### src/rtl/id_ex_hazard_stage_if.sv
// ID/EX stage bus.
// Groups everything that passes between decode, the ID/EX register and execute:
//   id_*            decoded instruction presented by the ID stage
//   flush           squash of the ID instruction (redirect)
//   mem_rd/regwrite destination of the instruction currently in MEM
//   stall           load-use stall fed back to Main_Control and IF/ID
//   ex_*            latched instruction seen by the EX stage
//   stall_cnt       saturating count of stall cycles
// The master drives the ID side and reads the EX side; the slave is the
// ID/EX register itself.
interface id_ex_hazard_stage_if #(
  parameter int DATA_W = 32,
  parameter int REG_AW = 3,
  parameter int CNT_W  = 16
);
  logic              id_valid;
  logic [4:0]        id_opcode;
  logic [REG_AW-1:0] id_rs1;
  logic [REG_AW-1:0] id_rs2;
  logic [REG_AW-1:0] id_rd;
  logic [8:0]        id_ctrl;
  logic [DATA_W-1:0] id_a;
  logic [DATA_W-1:0] id_b;
  logic [DATA_W-1:0] id_imm;
  logic [DATA_W-1:0] id_pc;
  logic              flush;
  logic [REG_AW-1:0] mem_rd;
  logic              mem_regwrite;

  logic              stall;
  logic              ex_valid;
  logic [4:0]        ex_opcode;
  logic [8:0]        ex_ctrl;
  logic [REG_AW-1:0] ex_rd;
  logic [DATA_W-1:0] ex_a;
  logic [DATA_W-1:0] ex_b;
  logic [DATA_W-1:0] ex_imm;
  logic [DATA_W-1:0] ex_pc;
  logic [1:0]        ex_fwd_a;
  logic [1:0]        ex_fwd_b;
  logic [CNT_W-1:0]  stall_cnt;

  modport master (
    output id_valid, id_opcode, id_rs1, id_rs2, id_rd, id_ctrl,
           id_a, id_b, id_imm, id_pc, flush, mem_rd, mem_regwrite,
    input  stall, ex_valid, ex_opcode, ex_ctrl, ex_rd, ex_a, ex_b,
           ex_imm, ex_pc, ex_fwd_a, ex_fwd_b, stall_cnt
  );

  modport slave (
    input  id_valid, id_opcode, id_rs1, id_rs2, id_rd, id_ctrl,
           id_a, id_b, id_imm, id_pc, flush, mem_rd, mem_regwrite,
    output stall, ex_valid, ex_opcode, ex_ctrl, ex_rd, ex_a, ex_b,
           ex_imm, ex_pc, ex_fwd_a, ex_fwd_b, stall_cnt
  );
endinterface

### src/rtl/id_ex_hazard_stage.sv
// ID/EX pipeline register with load-use hazard detection.
// Latches Main_Control outputs and decoded operands for the EX stage, raises
// a combinational stall on a load-use dependency (inserting a bubble), and
// registers per-operand forwarding selects for the EX muxes:
//   00 register file, 01 EX/MEM result, 10 MEM/WB result.
// A saturating counter tracks the number of stall cycles.
// Ports:
//   clk    rising-edge clock
//   rst_n  asynchronous active-low reset
//   bus    id_ex_hazard_stage_if slave: ID inputs, flush, MEM destination,
//          stall and all ex_* outputs, stall_cnt
// id_ctrl / ex_ctrl layout:
//   [8] ExtOp [7] RegWrite [6] ALUSrc [5] MemRd [4] MemWr [3] RegSel
//   [2:1] WB  [0] RegR2
module id_ex_hazard_stage #(
  parameter int DATA_W   = 32,
  parameter int REG_AW   = 3,
  parameter int LINK_REG = 7,
  parameter int CNT_W    = 16
) (
  input  logic clk,
  input  logic rst_n,
  id_ex_hazard_stage_if.slave bus
);

  localparam int CB_REGWRITE = 7;
  localparam int CB_MEMRD    = 5;
  localparam int CB_REGSEL   = 3;

  localparam logic [REG_AW-1:0] LINK_IDX = REG_AW'(LINK_REG);

  logic              r_ex_valid;
  logic [4:0]        r_ex_opcode;
  logic [8:0]        r_ex_ctrl;
  logic [REG_AW-1:0] r_ex_rd;
  logic [DATA_W-1:0] r_ex_a;
  logic [DATA_W-1:0] r_ex_b;
  logic [DATA_W-1:0] r_ex_imm;
  logic [DATA_W-1:0] r_ex_pc;
  logic [1:0]        r_ex_fwd_a;
  logic [1:0]        r_ex_fwd_b;
  logic [CNT_W-1:0]  r_stall_cnt;

  logic              w_use_rs1;
  logic              w_use_rs2;
  logic              w_hit_rs1;
  logic              w_hit_rs2;
  logic              w_stall;
  logic [8:0]        w_ctrl;
  logic [REG_AW-1:0] w_rd;
  logic [1:0]        w_fwd_a;
  logic [1:0]        w_fwd_b;

  function automatic logic uses_rs1(input logic [4:0] op);
    return (op <= 5'd10) || (op == 5'd13);
  endfunction

  function automatic logic uses_rs2(input logic [4:0] op);
    return (op <= 5'd4) || (op == 5'd10);
  endfunction

  // Forwarding select from the state before the edge. A load in EX is never
  // a 01 source: its data is not ready, that case is a stall instead.
  function automatic logic [1:0] fwd_sel(
    input logic              used,
    input logic [REG_AW-1:0] src,
    input logic              ex_v,
    input logic [8:0]        ex_c,
    input logic [REG_AW-1:0] ex_r,
    input logic              m_wr,
    input logic [REG_AW-1:0] m_rd
  );
    logic [1:0] sel;
    sel = 2'b00;
    if (used && (src != '0)) begin
      if (ex_v && ex_c[CB_REGWRITE] && !ex_c[CB_MEMRD] && (ex_r == src))
        sel = 2'b01;
      else if (m_wr && (m_rd == src))
        sel = 2'b10;
    end
    return sel;
  endfunction

  assign w_use_rs1 = uses_rs1(bus.id_opcode);
  assign w_use_rs2 = uses_rs2(bus.id_opcode);
  assign w_hit_rs1 = w_use_rs1 && (bus.id_rs1 == r_ex_rd);
  assign w_hit_rs2 = w_use_rs2 && (bus.id_rs2 == r_ex_rd);

  // Depends on registered EX state, so it reads 0 while held in reset.
  assign w_stall = bus.id_valid && !bus.flush && r_ex_valid &&
                   r_ex_ctrl[CB_MEMRD] && (r_ex_rd != '0) &&
                   (w_hit_rs1 || w_hit_rs2);

  // Invalid slots carry no control so they can never write or touch memory.
  assign w_ctrl = bus.id_valid ? bus.id_ctrl : 9'd0;

  // Non-writers get rd=0 so they can never be matched as a forwarding source.
  assign w_rd = !w_ctrl[CB_REGWRITE] ? '0 :
                (w_ctrl[CB_REGSEL] ? LINK_IDX : bus.id_rd);

  assign w_fwd_a = fwd_sel(w_use_rs1, bus.id_rs1, r_ex_valid, r_ex_ctrl,
                           r_ex_rd, bus.mem_regwrite, bus.mem_rd);
  assign w_fwd_b = fwd_sel(w_use_rs2, bus.id_rs2, r_ex_valid, r_ex_ctrl,
                           r_ex_rd, bus.mem_regwrite, bus.mem_rd);

  // ID -> EX register boundary
  always_ff @(posedge clk or negedge rst_n) begin
    if (!rst_n) begin
      r_ex_valid  <= 1'b0;
      r_ex_opcode <= '0;
      r_ex_ctrl   <= '0;
      r_ex_rd     <= '0;
      r_ex_a      <= '0;
      r_ex_b      <= '0;
      r_ex_imm    <= '0;
      r_ex_pc     <= '0;
      r_ex_fwd_a  <= '0;
      r_ex_fwd_b  <= '0;
      r_stall_cnt <= '0;
    end else begin
      if (bus.flush || w_stall) begin
        // Bubble: on a stall the ID instruction is held upstream and
        // re-presented next cycle, when the load has moved to MEM.
        r_ex_valid  <= 1'b0;
        r_ex_opcode <= '0;
        r_ex_ctrl   <= '0;
        r_ex_rd     <= '0;
        r_ex_a      <= '0;
        r_ex_b      <= '0;
        r_ex_imm    <= '0;
        r_ex_pc     <= '0;
        r_ex_fwd_a  <= '0;
        r_ex_fwd_b  <= '0;
      end else begin
        r_ex_valid  <= bus.id_valid;
        r_ex_opcode <= bus.id_opcode;
        r_ex_ctrl   <= w_ctrl;
        r_ex_rd     <= w_rd;
        r_ex_a      <= bus.id_a;
        r_ex_b      <= bus.id_b;
        r_ex_imm    <= bus.id_imm;
        r_ex_pc     <= bus.id_pc;
        r_ex_fwd_a  <= w_fwd_a;
        r_ex_fwd_b  <= w_fwd_b;
      end

      if (w_stall && (r_stall_cnt != '1))
        r_stall_cnt <= r_stall_cnt + CNT_W'(1);
    end
  end

  assign bus.stall     = w_stall;
  assign bus.ex_valid  = r_ex_valid;
  assign bus.ex_opcode = r_ex_opcode;
  assign bus.ex_ctrl   = r_ex_ctrl;
  assign bus.ex_rd     = r_ex_rd;
  assign bus.ex_a      = r_ex_a;
  assign bus.ex_b      = r_ex_b;
  assign bus.ex_imm    = r_ex_imm;
  assign bus.ex_pc     = r_ex_pc;
  assign bus.ex_fwd_a  = r_ex_fwd_a;
  assign bus.ex_fwd_b  = r_ex_fwd_b;
  assign bus.stall_cnt = r_stall_cnt;

endmodule
### src/flat_wrapper.sv
// flat-port wrapper written by rule: the top's interface ports become plain ports
module id_ex_hazard_stage_flat 
#(
  parameter int DATA_W   = 32,
  parameter int REG_AW   = 3,
  parameter int LINK_REG = 7,
  parameter int CNT_W    = 16
)
  (clk, rst_n, bus_id_valid, bus_id_opcode, bus_id_rs1, bus_id_rs2, bus_id_rd, bus_id_ctrl, bus_id_a, bus_id_b, bus_id_imm, bus_id_pc, bus_flush, bus_mem_rd, bus_mem_regwrite, bus_stall, bus_ex_valid, bus_ex_opcode, bus_ex_ctrl, bus_ex_rd, bus_ex_a, bus_ex_b, bus_ex_imm, bus_ex_pc, bus_ex_fwd_a, bus_ex_fwd_b, bus_stall_cnt);
  id_ex_hazard_stage_if #(.DATA_W(DATA_W), .REG_AW(REG_AW), .CNT_W(CNT_W)) bus_i ();
  input  logic clk;
  input  logic rst_n;
  input wire logic [$bits(bus_i.id_valid)-1:0] bus_id_valid;
  input wire logic [$bits(bus_i.id_opcode)-1:0] bus_id_opcode;
  input wire logic [$bits(bus_i.id_rs1)-1:0] bus_id_rs1;
  input wire logic [$bits(bus_i.id_rs2)-1:0] bus_id_rs2;
  input wire logic [$bits(bus_i.id_rd)-1:0] bus_id_rd;
  input wire logic [$bits(bus_i.id_ctrl)-1:0] bus_id_ctrl;
  input wire logic [$bits(bus_i.id_a)-1:0] bus_id_a;
  input wire logic [$bits(bus_i.id_b)-1:0] bus_id_b;
  input wire logic [$bits(bus_i.id_imm)-1:0] bus_id_imm;
  input wire logic [$bits(bus_i.id_pc)-1:0] bus_id_pc;
  input wire logic [$bits(bus_i.flush)-1:0] bus_flush;
  input wire logic [$bits(bus_i.mem_rd)-1:0] bus_mem_rd;
  input wire logic [$bits(bus_i.mem_regwrite)-1:0] bus_mem_regwrite;
  output wire logic [$bits(bus_i.stall)-1:0] bus_stall;
  output wire logic [$bits(bus_i.ex_valid)-1:0] bus_ex_valid;
  output wire logic [$bits(bus_i.ex_opcode)-1:0] bus_ex_opcode;
  output wire logic [$bits(bus_i.ex_ctrl)-1:0] bus_ex_ctrl;
  output wire logic [$bits(bus_i.ex_rd)-1:0] bus_ex_rd;
  output wire logic [$bits(bus_i.ex_a)-1:0] bus_ex_a;
  output wire logic [$bits(bus_i.ex_b)-1:0] bus_ex_b;
  output wire logic [$bits(bus_i.ex_imm)-1:0] bus_ex_imm;
  output wire logic [$bits(bus_i.ex_pc)-1:0] bus_ex_pc;
  output wire logic [$bits(bus_i.ex_fwd_a)-1:0] bus_ex_fwd_a;
  output wire logic [$bits(bus_i.ex_fwd_b)-1:0] bus_ex_fwd_b;
  output wire logic [$bits(bus_i.stall_cnt)-1:0] bus_stall_cnt;
  assign bus_i.id_valid = bus_id_valid;
  assign bus_i.id_opcode = bus_id_opcode;
  assign bus_i.id_rs1 = bus_id_rs1;
  assign bus_i.id_rs2 = bus_id_rs2;
  assign bus_i.id_rd = bus_id_rd;
  assign bus_i.id_ctrl = bus_id_ctrl;
  assign bus_i.id_a = bus_id_a;
  assign bus_i.id_b = bus_id_b;
  assign bus_i.id_imm = bus_id_imm;
  assign bus_i.id_pc = bus_id_pc;
  assign bus_i.flush = bus_flush;
  assign bus_i.mem_rd = bus_mem_rd;
  assign bus_i.mem_regwrite = bus_mem_regwrite;
  assign bus_stall = bus_i.stall;
  assign bus_ex_valid = bus_i.ex_valid;
  assign bus_ex_opcode = bus_i.ex_opcode;
  assign bus_ex_ctrl = bus_i.ex_ctrl;
  assign bus_ex_rd = bus_i.ex_rd;
  assign bus_ex_a = bus_i.ex_a;
  assign bus_ex_b = bus_i.ex_b;
  assign bus_ex_imm = bus_i.ex_imm;
  assign bus_ex_pc = bus_i.ex_pc;
  assign bus_ex_fwd_a = bus_i.ex_fwd_a;
  assign bus_ex_fwd_b = bus_i.ex_fwd_b;
  assign bus_stall_cnt = bus_i.stall_cnt;
  id_ex_hazard_stage #(.DATA_W(DATA_W), .REG_AW(REG_AW), .LINK_REG(LINK_REG), .CNT_W(CNT_W)) u_core (.clk(clk), .rst_n(rst_n), .bus(bus_i));
endmodule
### config.mk
export PLATFORM = sky130hd
export DESIGN_NAME = id_ex_hazard_stage_flat
export DESIGN_NICKNAME = d
export VERILOG_FILES = /design/src/rtl/id_ex_hazard_stage_if.sv /design/src/rtl/id_ex_hazard_stage.sv /design/src/flat_wrapper.sv
export SDC_FILE = /design/constraint.sdc
export NUM_CORES = 1
export LEC_CHECK = 0
export BUFFER_PORTS_ARGS = -buffer_cell sky130_fd_sc_hd__buf_4
export CAP_MARGIN = 30
export CORE_MARGIN = 4
export CORE_UTILIZATION = 40
export CTS_CLUSTER_DIAMETER = 80
export DETAILED_ROUTE_END_ITERATION = 12
export PLACE_DENSITY = 0.73
export SYNTH_ARGS = -nofsm -noshare
export SYNTH_HDL_FRONTEND = slang
export SYNTH_SLANG_ARGS = --single-unit
### constraint.sdc
create_clock -name clk -period 4.05 [get_ports clk]
set_input_delay 0.81 -clock clk [delete_from_list [all_inputs] [get_ports clk]]
set_output_delay 0.81 -clock clk [all_outputs]
set_load 0.05 [all_outputs]
==> impl_summary.txt <==
----------------------------------------------------
[GRT]
  GRT Resource Usage Total ... 0.207
  Global-route wire length before repair ... 25800 µm
  Congestion Overflow GR ... 0
  Number of antenna violations at the first check in global routing ... 0
  Vias in the first global route ... 4638
  Largest net degree at the start of global routing ... 113

[Power and ir drop]
  Clk network pwr share ... 0.397
  Power Total ... 3.99 mW
  Internal power consumption ... between 2 and 3 mW
  Switching Share ... 0.269
  Largest voltage drop on the vdd net ... 0.256 mV
  Areal power density over the cells ... 437 nW/µm²
  Net switching power ... between 1 and 1.5 mW
  Sequential power share ... 0.440
  Combinational group share of total power ... 0.163
  Leakage power total ... 4.77 nW

[Timing]
  Achievable clock frequency ... 0.304 GHz
  Post-route minimum period ... ~3.3 ns
  Final number of hold-violating endpoints ... 0
  Total count of max-transition violations in the final report ... 0
  Setup repair after global routing missed its margin ... no
  Total negative slack ... 0 ns
  Minimum hold slack ... 0.195 ns
  Clock Skews ... slightly below 0.009 ns
  Final setup violation count ... 0
  Max-Slew Margin vs Limit ... 0.478
  Final Cycle Share ... 0.812
  Final setup margin ... 0.762 ns
  Measured slew at the worst slew-check pin ... ~0.78 ns

[Route]
  Routed vias ... 4413
  Final ANT Viol Nets ... 0
  Initial detailed-routing violation count ... between 200 and 250
  Detail-routed via count per cell ... 4.60
  Total iterations of the first detailed-routing run ... 4
  WL/cell ... approximately 18 µm
  DRC violation count after routing ... 0
  Total detailed-routing wirelength ... 17300 µm

[Synth]
  Synthesized area per cell ... around 14 µm²
  Syn Inst Count ... 430
  Synth Warn # ... 0
  Async SR Flop Fraction ... 1.00
  Flops & latches, synth ... 166
  Number of unique standard cell types used by synthesis ... 37
  Number of synthesized flops with an enable pin ... 0
  Cell area after synthesis ... slightly below 6000 µm²
  Total nets after synthesis ... 590
  Post-synthesis sequential area ratio ... 0.705
  Most frequently used flop master after synthesis ... dfrtp_1

[Worst setup path]
  Worst Path Arrival ... 2.48 ns
  Cell seen most often among critical-path stages ... buf_4
  Type of element launching the critical path ... input pin
  Highest cell delay on the worst timing path ... 0.46 ns
  Max Fanout on Critical Path ... 7
  Critical path required time ... 3.24 ns
  Number of buffer and inverter stages on the critical path ... 2
  Reg2reg path depth ... 5
  Cell family with most CP delay ... compound AO/OA/AOI/OAI gates
  Reg2Reg Setup Slack ... 1.72 ns
  Setup Crit Path Kind ... in -> out
  Standard cell with the maximum stage delay on the critical path ... or4_4
  Critical path depth ... 6
  Cell-by-cell listing of the critical path ... buf_4 -> mux2_1 -> a21o_1 -> or4_4 -> a21oi_4 -> buf_4
  Endpoint type of the worst setup path ... output pin

[Clock network]
  Clock transition at the registers of the reported paths ... 0.06 ns
  Clock tree sinks ... 166
  Cell at the root of the clock tree ... clkbuf_16
  Number of buffers inserted by hold repair at cts ... 0
  # resized after CTS ... 0
  Post-CTS Setup Inserts ... 0
  TritonCTS buffer count ... 17
  Clock tree from TritonCTS ... built
  Clock latency at the later pin of the worst-skew pair ... 0.42 ns
  Buffer levels on the longest clock path ... 2
  # H-tree levels ... 4

[Final layout]
  Finished Layout Cells ... around 960
  Antenna cells ... 0
  Post-Layout Inst Area ... 9120 µm²
  Ratio of cells with drive above 1 in the final layout ... 0.476
  Final net count ... 923
  Commonest non-fill, non-tap cell in the layout ... buf_4
  Highest-count cells in the layout ignoring fill and taps ... buf_4 (326), dfrtp_1 (166), and2_1 (142), clkbuf_16 (17), xnor2_1 (12)
  # fillers ... 1135
  Final core utilization ... 0.630
  Area Growth Syn to Fin ... 54.9%

[Placement]
  Post-placement cell area ... between 8000 and 9000 µm²
  Final weighted congestion in routability-driven placement ... 0.861
  # placed instances ... 927
  Placement-stage worst setup slack ... 0.761 ns
  Post-detailed-placement half-perimeter wirelength ... ~14000 µm
  Buffers added on ports ... 325

[Die]
  Effective utilization at floorplan ... 0.407
  Placement row count ... 44
  Area of the core ... 14500 µm²
  Die area ... 16700 µm²
  Die boundary width ... 129 µm
  I/O pin total ... 326
  Die height ... 129 µm

[Min path]
  Class of the tightest hold or removal check ... in -> async

[Status]
  Run status ... finished, final reports clean

[Flow run]
  Maximum capacitance violations ... 0

----------------------------------------------------
## path summary, 6_finish.rpt
check,endpoint,startpoint
worst min-delay path,u_core.bus.ex_b[25]$_DFF_PN0_,rst_n
worst max-delay path,bus_stall,bus_id_opcode[0]
max in group asynchronous,u_core.bus.ex_imm[28]$_DFF_PN0_,rst_n
worst max register to register,u_core.bus.ex_fwd_b[1]$_DFF_PN0_,u_core.bus.ex_rd[0]$_DFF_PN0_
min in group clk,u_core.bus.stall_cnt[6]$_DFFE_PN0P_,u_core.bus.stall_cnt[6]$_DFFE_PN0P_
worst min register to register,u_core.bus.stall_cnt[6]$_DFFE_PN0P_,u_core.bus.stall_cnt[6]$_DFFE_PN0P_
## registers in the layout (all words and copies together) (netlist names)
name / cells
u_core.bus.stall_cnt: 16
u_core.bus.ex_opcode: 5
u_core.bus.ex_pc: 32
u_core.bus.ex_b: 32
u_core.bus.ex_imm: 32
u_core.bus.ex_rd: 3
u_core.bus.ex_fwd_b: 2
u_core.bus.ex_valid: 1
u_core.bus.ex_ctrl: 9
u_core.bus.ex_a: 32
u_core.bus.ex_fwd_a: 2
## worst register-to-register path, cell delays in order (launching register included)
cell	delay, ns
dfrtp_1	0.45
o31ai_1	0.71
a21oi_4	0.14
buf_4	0.24
or3b_2	0.47
nor3_1	0.22
## cell families after synthesis
| logic type | count (synthesis) | share of synthesized area |
|---|---|---|
| xor gates and xnor gates | 23 | 0.0342 |
| and+or+nand+nor | 204 | 0.211 |
| adders and majority gates | 1 | 0.00212 |
| buffers and inverters | 18 | 0.0223 |
| muxes | 3 | 0.00574 |
| AOI/OAI and AO/OA | 15 | 0.0195 |
| DFF | 166 | 0.705 |
## power groups by stage
| stage | Combinational, mW | Sequential, mW | Clock, mW |
|---|---|---|---|
| global route | 0.687 | 1.76 | 1.69 |
| CTS | 0.654 | 1.76 | 1.62 |
| global placement | 0.641 | 1.78 | 0 |
| detailed placement | 0.652 | 1.79 | 0 |
| floorplan | 0.0840 | 2.05 | 0 |
| finish | 0.648 | 1.76 | 1.58 |
## final cells by class
cell class                      instances  area (µm²)  area share
Sequential cell                       166        4150       0.455
Timing Repair Buffer                  331        2550       0.279
Multi-Input combinational cell        246        1610       0.176
Clock buffer                           21         460      0.0505
Tap cell                              184         230      0.0252
Clock inverter                         10         120      0.0132
Inverter                                1        3.75    0.000411
## cell usage after synthesis, types with 2 or more instances
| library cell | count | share of area |
|---|---|---|
| dfrtp_1 | 166 | 0.71 |
| and2_1 | 142 | 0.15 |
| xnor2_1 | 12 | 0.018 |
| xor2_1 | 11 | 0.016 |
| nor3_1 | 10 | 0.0085 |
| nand3_1 | 9 | 0.0076 |
| buf_6 | 8 | 0.015 |
| clkbuf_1 | 8 | 0.0051 |
| nand4_1 | 8 | 0.0085 |
| nand2_1 | 7 | 0.0045 |
| nor2_1 | 6 | 0.0038 |
| a21oi_1 | 5 | 0.0042 |
| and3_1 | 5 | 0.0053 |
| o211a_1 | 3 | 0.0051 |
| or2_2 | 3 | 0.0032 |
| mux2_2 | 2 | 0.0038 |
| nand2b_1 | 2 | 0.0021 |
| nor4_1 | 2 | 0.0021 |
| nor4b_1 | 2 | 0.0030 |
| o31ai_1 | 2 | 0.0025 |
## metal layers
metal,global-route usage,routed length [µm],vias up
li1,-,-,2042
met1,0.231,6220,2131
met2,0.353,8880,206
met3,0.0763,1630,34
met4,0.0951,581,0
met5,0,0,-
(Power assumes the default switching activity.)
